### src/rtl/iir_biquad_seq.sv
// Direct-form-I biquad sequencer: issues one coefficient*sample product per tap to a
// start/ready MAC, then scales/saturates the sum. Define IIR_SEQ_ROUND_EN for round-half-up.
module iir_biquad_seq #(
  parameter int OPSIZE    = 8,
  parameter int COEF_FRAC = 6
) (
  input  logic                       clk,
  input  logic                       reset,
  input  logic signed [OPSIZE-1:0]   x_in,
  input  logic                       in_valid,
  output logic                       in_ready,
  input  logic signed [OPSIZE-1:0]   b0,
  input  logic signed [OPSIZE-1:0]   b1,
  input  logic signed [OPSIZE-1:0]   b2,
  input  logic signed [OPSIZE-1:0]   a1,
  input  logic signed [OPSIZE-1:0]   a2,
  output logic signed [OPSIZE-1:0]   y_out,
  output logic                       out_valid,
  output logic                       mac_start,
  output logic signed [OPSIZE-1:0]   mac_a,
  output logic signed [OPSIZE-1:0]   mac_b,
  output logic                       mac_clr,
  input  logic signed [2*OPSIZE-1:0] mac_out,
  input  logic                       mac_ready
);

  localparam int AW = 2*OPSIZE + 1;
  localparam logic signed [AW-1:0]     YMAX = AW'((1 << (OPSIZE-1)) - 1);
  localparam logic signed [AW-1:0]     YMIN = AW'(-(1 << (OPSIZE-1)));
  localparam logic signed [OPSIZE-1:0] SMAX = YMAX[OPSIZE-1:0];
  localparam logic signed [OPSIZE-1:0] SMIN = YMIN[OPSIZE-1:0];
`ifdef IIR_SEQ_ROUND_EN
  localparam logic signed [AW-1:0]     HALF = AW'(1 << (COEF_FRAC-1));
`endif

  typedef enum logic [2:0] {
    S_IDLE, S_CLEAR, S_ISSUE, S_WAIT_LO, S_WAIT_HI, S_OUTPUT
  } state_e;

  state_e                   state_q, state_d;
  logic [2:0]               tap_q, tap_d;
  logic signed [OPSIZE-1:0] x_q, x_d, x1_q, x1_d, x2_q, x2_d;
  logic signed [OPSIZE-1:0] y1_q, y1_d, y2_q, y2_d;
  logic signed [OPSIZE-1:0] b0_q, b0_d, b1_q, b1_d, b2_q, b2_d;
  logic signed [OPSIZE-1:0] a1_q, a1_d, a2_q, a2_d;
  logic signed [OPSIZE-1:0] y_q, y_d, ma_q, ma_d, mb_q, mb_d;
  logic                     ov_q, ov_d;

  logic [2:0]               nxt_tap;
  logic signed [OPSIZE-1:0] op_a, op_b;
  logic signed [AW-1:0]     acc_ext, acc_sh;
  logic signed [OPSIZE-1:0] y_sat;

  function automatic logic signed [OPSIZE-1:0] sat_neg(input logic signed [OPSIZE-1:0] v);
    return (v == SMIN) ? SMAX : -v;
  endfunction

  assign in_ready  = (state_q == S_IDLE);
  assign mac_clr   = !reset || (state_q == S_CLEAR);
  assign y_out     = y_q;
  assign out_valid = ov_q;
  assign mac_a     = ma_q;
  assign mac_b     = mb_q;

  // Operands are loaded on the edge that enters ISSUE, so they are stable for the whole tap.
  always_comb begin
    nxt_tap = (state_q == S_WAIT_HI) ? 3'(tap_q + 3'd1) : 3'd0;
    op_a    = b0_q;
    op_b    = x_q;
    case (nxt_tap)
      3'd0:    begin op_a = b0_q;          op_b = x_q;  end
      3'd1:    begin op_a = b1_q;          op_b = x1_q; end
      3'd2:    begin op_a = b2_q;          op_b = x2_q; end
      3'd3:    begin op_a = sat_neg(a1_q); op_b = y1_q; end
      default: begin op_a = sat_neg(a2_q); op_b = y2_q; end
    endcase
  end

  always_comb begin
    acc_ext = {mac_out[2*OPSIZE-1], mac_out};
`ifdef IIR_SEQ_ROUND_EN
    acc_ext = acc_ext + HALF;
`endif
    acc_sh = acc_ext >>> COEF_FRAC;
    if (acc_sh > YMAX)      y_sat = SMAX;
    else if (acc_sh < YMIN) y_sat = SMIN;
    else                    y_sat = acc_sh[OPSIZE-1:0];
  end

  always_comb begin
    state_d   = state_q;
    tap_d     = tap_q;
    x_d       = x_q;
    x1_d      = x1_q;
    x2_d      = x2_q;
    y1_d      = y1_q;
    y2_d      = y2_q;
    b0_d      = b0_q;
    b1_d      = b1_q;
    b2_d      = b2_q;
    a1_d      = a1_q;
    a2_d      = a2_q;
    y_d       = y_q;
    ma_d      = ma_q;
    mb_d      = mb_q;
    ov_d      = 1'b0;
    mac_start = 1'b0;
    case (state_q)
      S_IDLE: begin
        if (in_valid) begin
          x_d     = x_in;
          b0_d    = b0;
          b1_d    = b1;
          b2_d    = b2;
          a1_d    = a1;
          a2_d    = a2;
          tap_d   = 3'd0;
          state_d = S_CLEAR;
        end
      end
      S_CLEAR: begin
        ma_d    = op_a;
        mb_d    = op_b;
        state_d = S_ISSUE;
      end
      S_ISSUE: begin
        if (mac_ready) begin
          mac_start = 1'b1;
          state_d   = S_WAIT_LO;
        end
      end
      S_WAIT_LO: begin
        if (!mac_ready) state_d = S_WAIT_HI;
      end
      S_WAIT_HI: begin
        if (mac_ready) begin
          if (tap_q < 3'd4) begin
            tap_d   = nxt_tap;
            ma_d    = op_a;
            mb_d    = op_b;
            state_d = S_ISSUE;
          end else begin
            state_d = S_OUTPUT;
          end
        end
      end
      S_OUTPUT: begin
        y_d     = y_sat;
        ov_d    = 1'b1;
        x2_d    = x1_q;
        x1_d    = x_q;
        y2_d    = y1_q;
        y1_d    = y_sat;
        state_d = S_IDLE;
      end
      default: state_d = S_IDLE;
    endcase
  end

  always_ff @(posedge clk) begin
    if (!reset) begin
      state_q <= S_IDLE;
      tap_q   <= '0;
      x_q     <= '0;
      x1_q    <= '0;
      x2_q    <= '0;
      y1_q    <= '0;
      y2_q    <= '0;
      b0_q    <= '0;
      b1_q    <= '0;
      b2_q    <= '0;
      a1_q    <= '0;
      a2_q    <= '0;
      y_q     <= '0;
      ma_q    <= '0;
      mb_q    <= '0;
      ov_q    <= 1'b0;
    end else begin
      state_q <= state_d;
      tap_q   <= tap_d;
      x_q     <= x_d;
      x1_q    <= x1_d;
      x2_q    <= x2_d;
      y1_q    <= y1_d;
      y2_q    <= y2_d;
      b0_q    <= b0_d;
      b1_q    <= b1_d;
      b2_q    <= b2_d;
      a1_q    <= a1_d;
      a2_q    <= a2_d;
      y_q     <= y_d;
      ma_q    <= ma_d;
      mb_q    <= mb_d;
      ov_q    <= ov_d;
    end
  end

endmodule

### config.mk
export PLATFORM = sky130hd
export DESIGN_NAME = iir_biquad_seq
export DESIGN_NICKNAME = d
export VERILOG_FILES = /design/src/rtl/iir_biquad_seq.sv
export SDC_FILE = /design/constraint.sdc
export NUM_CORES = 1
export LEC_CHECK = 0
export CAP_MARGIN = 40
export CORE_ASPECT_RATIO = 1.1
export CORE_UTILIZATION = 38
export CTS_CLUSTER_SIZE = 10
export DETAILED_ROUTE_END_ITERATION = 12
export PLACE_DENSITY = 0.59
export SYNTH_ARGS = -nofsm -noshare
export SYNTH_HDL_FRONTEND = slang
export SYNTH_SLANG_ARGS = --single-unit
### constraint.sdc
create_clock -name clk -period 2.3 [get_ports clk]
set_input_delay 0.345 -clock clk [delete_from_list [all_inputs] [get_ports clk]]
set_output_delay 0.345 -clock clk [all_outputs]
set_load 0.1 [all_outputs]
==> Yosys cells after proc, flatten, opt, wreduce, memory -nomap -nowiden <==
Cells that the tools add are included.
{ "word_totals": {"output_inout_bits": 28, "input_bits": 68, "wordCells": 72, "regBits": 103} }
{ "classes": {"n_mux": 26, "magnitude_cmp": 3, "addsub": 3, "n_eq_ne": 15, "reduce_logical": 10} }
{ "op_table": {"columns": ["op", "count"], "rows": [
  ["$mux 8", 8],
  ["$pmux 8 s4", 2],
  ["$pmux 8 s2", 2],
  ["$mux 3", 9],
  ["$eq 8x8->1 const B", 2],
  ["$neg 8->8", 2],
  ["$pmux 3 s5", 1],
  ["$eq 3x2->1 const B", 4],
  ["$gt 10x8->1 const B", 1],
  ["$lt 10x8->1 const B", 1],
  ["$ne 2x2->1 const B", 4],
  ["$reduce_and 4->1", 2],
  ["$eq 3x1->1 const B", 2],
  ["$eq 3x3->1 const B", 2],
  ["$logic_not 3->1", 2],
  ["$pmux 3 s2", 1],
  ["$reduce_bool 2->1", 2],
  ["$add 3x1->3 const B", 1],
  ["$lt 3x3->1 const B", 1],
  ["$mux 1", 3],
  ["$reduce_and 3->1", 1],
  ["$ne 2x1->1 const B", 1],
  ["$reduce_and 2->1", 1],
  ["$logic_not 1->1", 1],
  ["$logic_or 1x1->1", 1]
]} }

==> Depth between registers and ports, before layout <==
{ "depth": {"word_depth": 7, "ltp_mapped": 8, "ltp_nobuf": 7} }

==> Worst setup path before layout <==
OpenSTA, ideal clock, no wires.
{ "synth_path": {"path_kind": "flip-flop to output port", "from": "register state_q[2]", "to": "output mac_clr", "required_time_ns": 1.955, "path_buffers": 1, "path_slack_ns": -0.644, "arrival_ns": 2.599, "path_stages_with_launch": 3, "path_cell_list": "dfxtp_1 -> buf_2 -> o21ai_0"} }
{ "synth_between": {"elab_chain_len": 2} }
{ "synth_lines": {"columns": ["element", "line_no", "rtl"], "rows": [
  ["from (decl)", "40", "state_e state_q, state_d;"],
  ["from (signal assigned)", "179", "state_q <= state_d;"],
  ["$eq 3x1->1", "59", "assign mac_clr = !reset || (state_q == S_CLEAR);"],
  ["$logic_or 1x1->1", "59", null],
  ["to (decl)", "22", "output logic mac_clr,"]
]} }
No other way between the ends.

==> Final worst setup path <==
{ "layout_path": {"from": "register tap_q[1]", "to": "register ma_q[2] (netlist: mac_a[2])"} }
{ "layout_between": {"elab_chain_len": 7, "word_cells_on_any_way": 13, "classes_between": "1 x add/sub; 1 x order compare; 4 x eq/ne; 5 x mux; 2 x reduce/logical"} }
{ "layout_lines": {"columns": ["element", "line_no", "rtl"], "rows": [
  ["from (decl)", "41", "logic [2:0] tap_q, tap_d;"],
  ["from (signal assigned)", "180", "tap_q <= tap_d;"],
  ["$add 3x1->3", "67", "nxt_tap = (state_q == S_WAIT_HI) ? 3'(tap_q + 3'd1) : 3'd0;"],
  ["$mux 3", "67", null],
  ["$eq 3x2->1, or another cell as far along", "70", "case (nxt_tap)"],
  ["$pmux 8 s4", "70", null],
  ["$mux 8", "137", "if (tap_q < 3'd4) begin"],
  ["$mux 8", "136", "if (mac_ready) begin"],
  ["$pmux 8 s2", "108", "case (state_q)"],
  ["to (signal assigned)", "192", "ma_q <= ma_d;"],
  ["to (decl)", "46", "logic signed [OPSIZE-1:0] y_q, y_d, ma_q, ma_d, mb_q, mb_d;"]
]} }
Parallel ways exist; a longest one is shown, timed or not. The select of a mux whose other input is x is not followed.
A chain may end at the register's enable or synchronous reset.

==> results.md <==
* Resize count post-CTS at 0
* CP endpoint kind: register
* Iteration-0 DRC Markers at around 230
* Pin count of the biggest net entering global routing at 44
* Async set-reset flop share out of synthesis at 0%
* Worst hold start: reset
* EDFF count, synth at 0
* Post-detail-place hpwl at around 9.6 mm
* WHS Path Cells at 2
* Post-CTS Hold Buffers at 0
* Setup-failing EPs final at 0
* Gpl congestion at approximately 0.84
* Commonest non-fill, non-tap cell in the layout: nand2_1
* CTS tree: done
* CTS Buf Count at 9
* Clock power frac at a little over a third
* Net Count, Synth at between 600 and 700
* DR pass1 iterations at 8
* Most frequent cells in the layout: 182 x nand2_1, 103 x dfxtp_1, 74 x a21boi_0
* Logic gate share of total power at ~18%
* Number of inserted diodes at 0
* Residual DRC at 8
* Pins Over Slew Limit at 0
* Slew @ Worst Pin at just under 800 ps
* Switching portion of total power at approximately 28%
* Pleak at ~2.3 nW
* Final period utilization at roughly 90%
* Initial Util at between 30% and 40%
* Internal Power at slightly above 3 mW
* Synth warn at 0
* Setup crit start kind: register
* Post-synth top flop: dfxtp_1
* P per Cell Area at between 600 and 700 nW/µm²
* Relative max-transition margin at a little under half
* Total number of vias at 4,499
* Crit path DAT at roughly 2300 ps
* Area grow syn2layout at 26.5%
* Remaining global-route overflow at 0
* Synthesized flop and latch total at ~100
* IO Count at between 90 and 100
* Worst-Skew Late Latency at between 300 and 400 ps
* F_max at between 400 and 500 MHz
* Remaining antenna violation count at 0
* Yosys cell types at 60
* Chip width at around 110 µm
* Initial antenna violation count at 0
* Flop pwr share at 46.0%
* Mapped cell area at between 4000 and 5000 µm²
* Hold Path Class: in -> reg
* Layout cells sized above 1 at between 10% and 20%
* Reg2reg end: mac_a[2]$_SDFFE_PN0P_
* Failing checks: DRC
* DRT Wirelength at 13.3 mm
* CTS root buf: clkbuf_16
* Die area at 13,600 µm²
* Tot GR Track Use at roughly 20%
* MaxCap Viol Count at 0
* CP cell instances: ha_1 > and4bb_4 > mux2i_1 > nor2_1 > a2111oi_2 > nor2_1
* R2R Path Start: tap_q[1]$_SDFFE_PN0P_
* Mean number of vias per cell at approximately 5.2
* Vias in the first global route at between 4,000 and 5,000
* CP Max Fanout at 14
* # rows at between 40 and 50
* Die extent in y at 122 µm
* Hold Fails Final Rpt at 0
* Clock Pin Slew Worst Setup and Hold Paths at around 70 ps
* Most frequent CP cell: nor2_1
* Fin nets at 768
* CP delay by family, top: simple AND/OR/NAND/NOR gates
* Fillers at 1,239
* Post-Route Skew at between 4 and 5 ps
* Setup Buffers After CTS at 0
* Routed wire per std cell at around 16 µm
* Core area at 12,700 µm²
* Layout Utilization at about 50%
* Max stage delay cell, worst path: and4bb_4
* WHS Endpoint: b1_q[6]$_SDFFE_PN0P_
* Sink Count at 103
* Tmin final at about 2000 ps
* Longest Clk Path Bufs at 2
* Critical Path Max Stage Delay at approximately 440 ps
* Worst Path Buf+Inv at 0
* Setup CP Type: reg -> reg
* Peak supply drop at roughly 400 µV
* Final setup TNS at 0 ps
* H-tree depth at 3
* Avg Cell Area, Syn at between 8 and 9 µm²
* Global-route wire length before repair at ~21 mm
* Cell count after synthesis at about 620
* Sw power at between 1 and 1.5 mW
* R2R Setup Slk at ~270 ps
* Buffers added on ports at 89
* RSZ-0062 raised after global routing: no
* R2R cell count at 6
* Status: finished, violations left
* Sequential-to-total area share from yosys stat at 41.3%
* Critical Path RT at 2530 ps
==> how the worst max path moves through the flow <==
stage / from / to / slack [ps] / cells past startpoint
after floorplan: state_q[2]$_SDFFE_PN0P_ / mac_start / 70 / 4
after global placement: mac_ready / mac_a[3]$_SDFFE_PN0P_ / 160 / 7
after detailed placement: mac_ready / mac_b[3]$_SDFFE_PN0P_ / 110 / 7
after CTS: tap_q[1]$_SDFFE_PN0P_ / mac_a[2]$_SDFFE_PN0P_ / 270 / 6
after global routing: state_q[0]$_SDFFE_PN0P_ / y_out[1]$_SDFFE_PN0P_ / 210 / 6
final: tap_q[1]$_SDFFE_PN0P_ / mac_a[2]$_SDFFE_PN0P_ / 270 / 6
==> power by group through the flow <==
stage | registers, mW | logic (mW) | clock network (mW)
2_1_floorplan | 2.05 | 0.405 | 0
3_3_place_gp | 1.98 | 0.742 | 0
3_5_place_dp | 1.98 | 0.751 | 0
4_1_cts | 1.94 | 0.754 | 1.57
5_1_grt | 1.95 | 0.810 | 1.64
6_report | 1.94 | 0.746 | 1.53
==> Yosys cell counts (all sizes together) (7+ instances only) <==
| master | instances | area (µm²) |
|---|---|---|
| inv | 7 | 26.3 |
| buf | 22 | 129 |
| nor2 | 32 | 123 |
| nand3 | 8 | 40.0 |
| dfxtp | 103 | 2060 |
| clkbuf | 20 | 75.1 |
| a21boi | 82 | 616 |
| a21oi | 17 | 100 |
| o21ai | 34 | 170 |
| nor3 | 9 | 66.3 |
| nand2 | 182 | 683 |
| mux2i | 16 | 160 |
==> layout make-up <==
cell class / instances / area [µm²] / share of cell area, %
Sequential cell: 103 / 2060 / 32.6
Timing Repair Buffer: 111 / 1030 / 16.3
Clock inverter: 3 / 43.8 / 0.693
Tap cell: 157 / 196 / 3.11
Inverter: 7 / 26.3 / 0.416
Clock buffer: 12 / 246 / 3.90
Multi-Input combinational cell: 465 / 2720 / 43.0
==> state kept, by name, indices dropped and copies added, names as in the netlist, 3 cells and up <==
signal / count
state_q: 3
y2_q: 8
b2_q: 8
mac_b: 8
x1_q: 8
b0_q: 8
a2_q: 8
b1_q: 8
a1_q: 8
tap_q: 3
y_out: 8
mac_a: 8
x_q: 8
x2_q: 8
==> kinds of logic after synthesis <==
family	share of synthesized area (%)
AOI/OAI and AO/OA	25.2
xor gates and xnor gates	1.38
adders and majority gates	0.751
buffers and inverters	4.61
DFF	41.3
muxes	3.43
and+or+nand+nor	23.4
==> metrics by stage <==
step / setup slack, ps / power (mW) / instance area, µm² / std cells / hold WS (ps)
global placement: 161 / 2.72 / 6030 / 843 / 437
finish: 265 / 4.21 / 6320 / 858 / 425
global route: 207 / 4.40 / 6320 / 858 / 431
floorplan: 69.7 / 2.45 / 5000 / 617 / 434
CTS: 274 / 4.26 / 6320 / 858 / 417
detailed placement: 107 / 2.73 / 6030 / 843 / 448
==> per-layer routing <==
metal	vias up	share of wire, %	GRT usage, %
met1	2118	44	23.7
met4	0	1.7	6.67
met2	84	50	35.7
met3	17	3.8	5.09
li1	2280	-	-
met5	-	0	0
No activity file was read; power rests on OpenSTA's default activity.
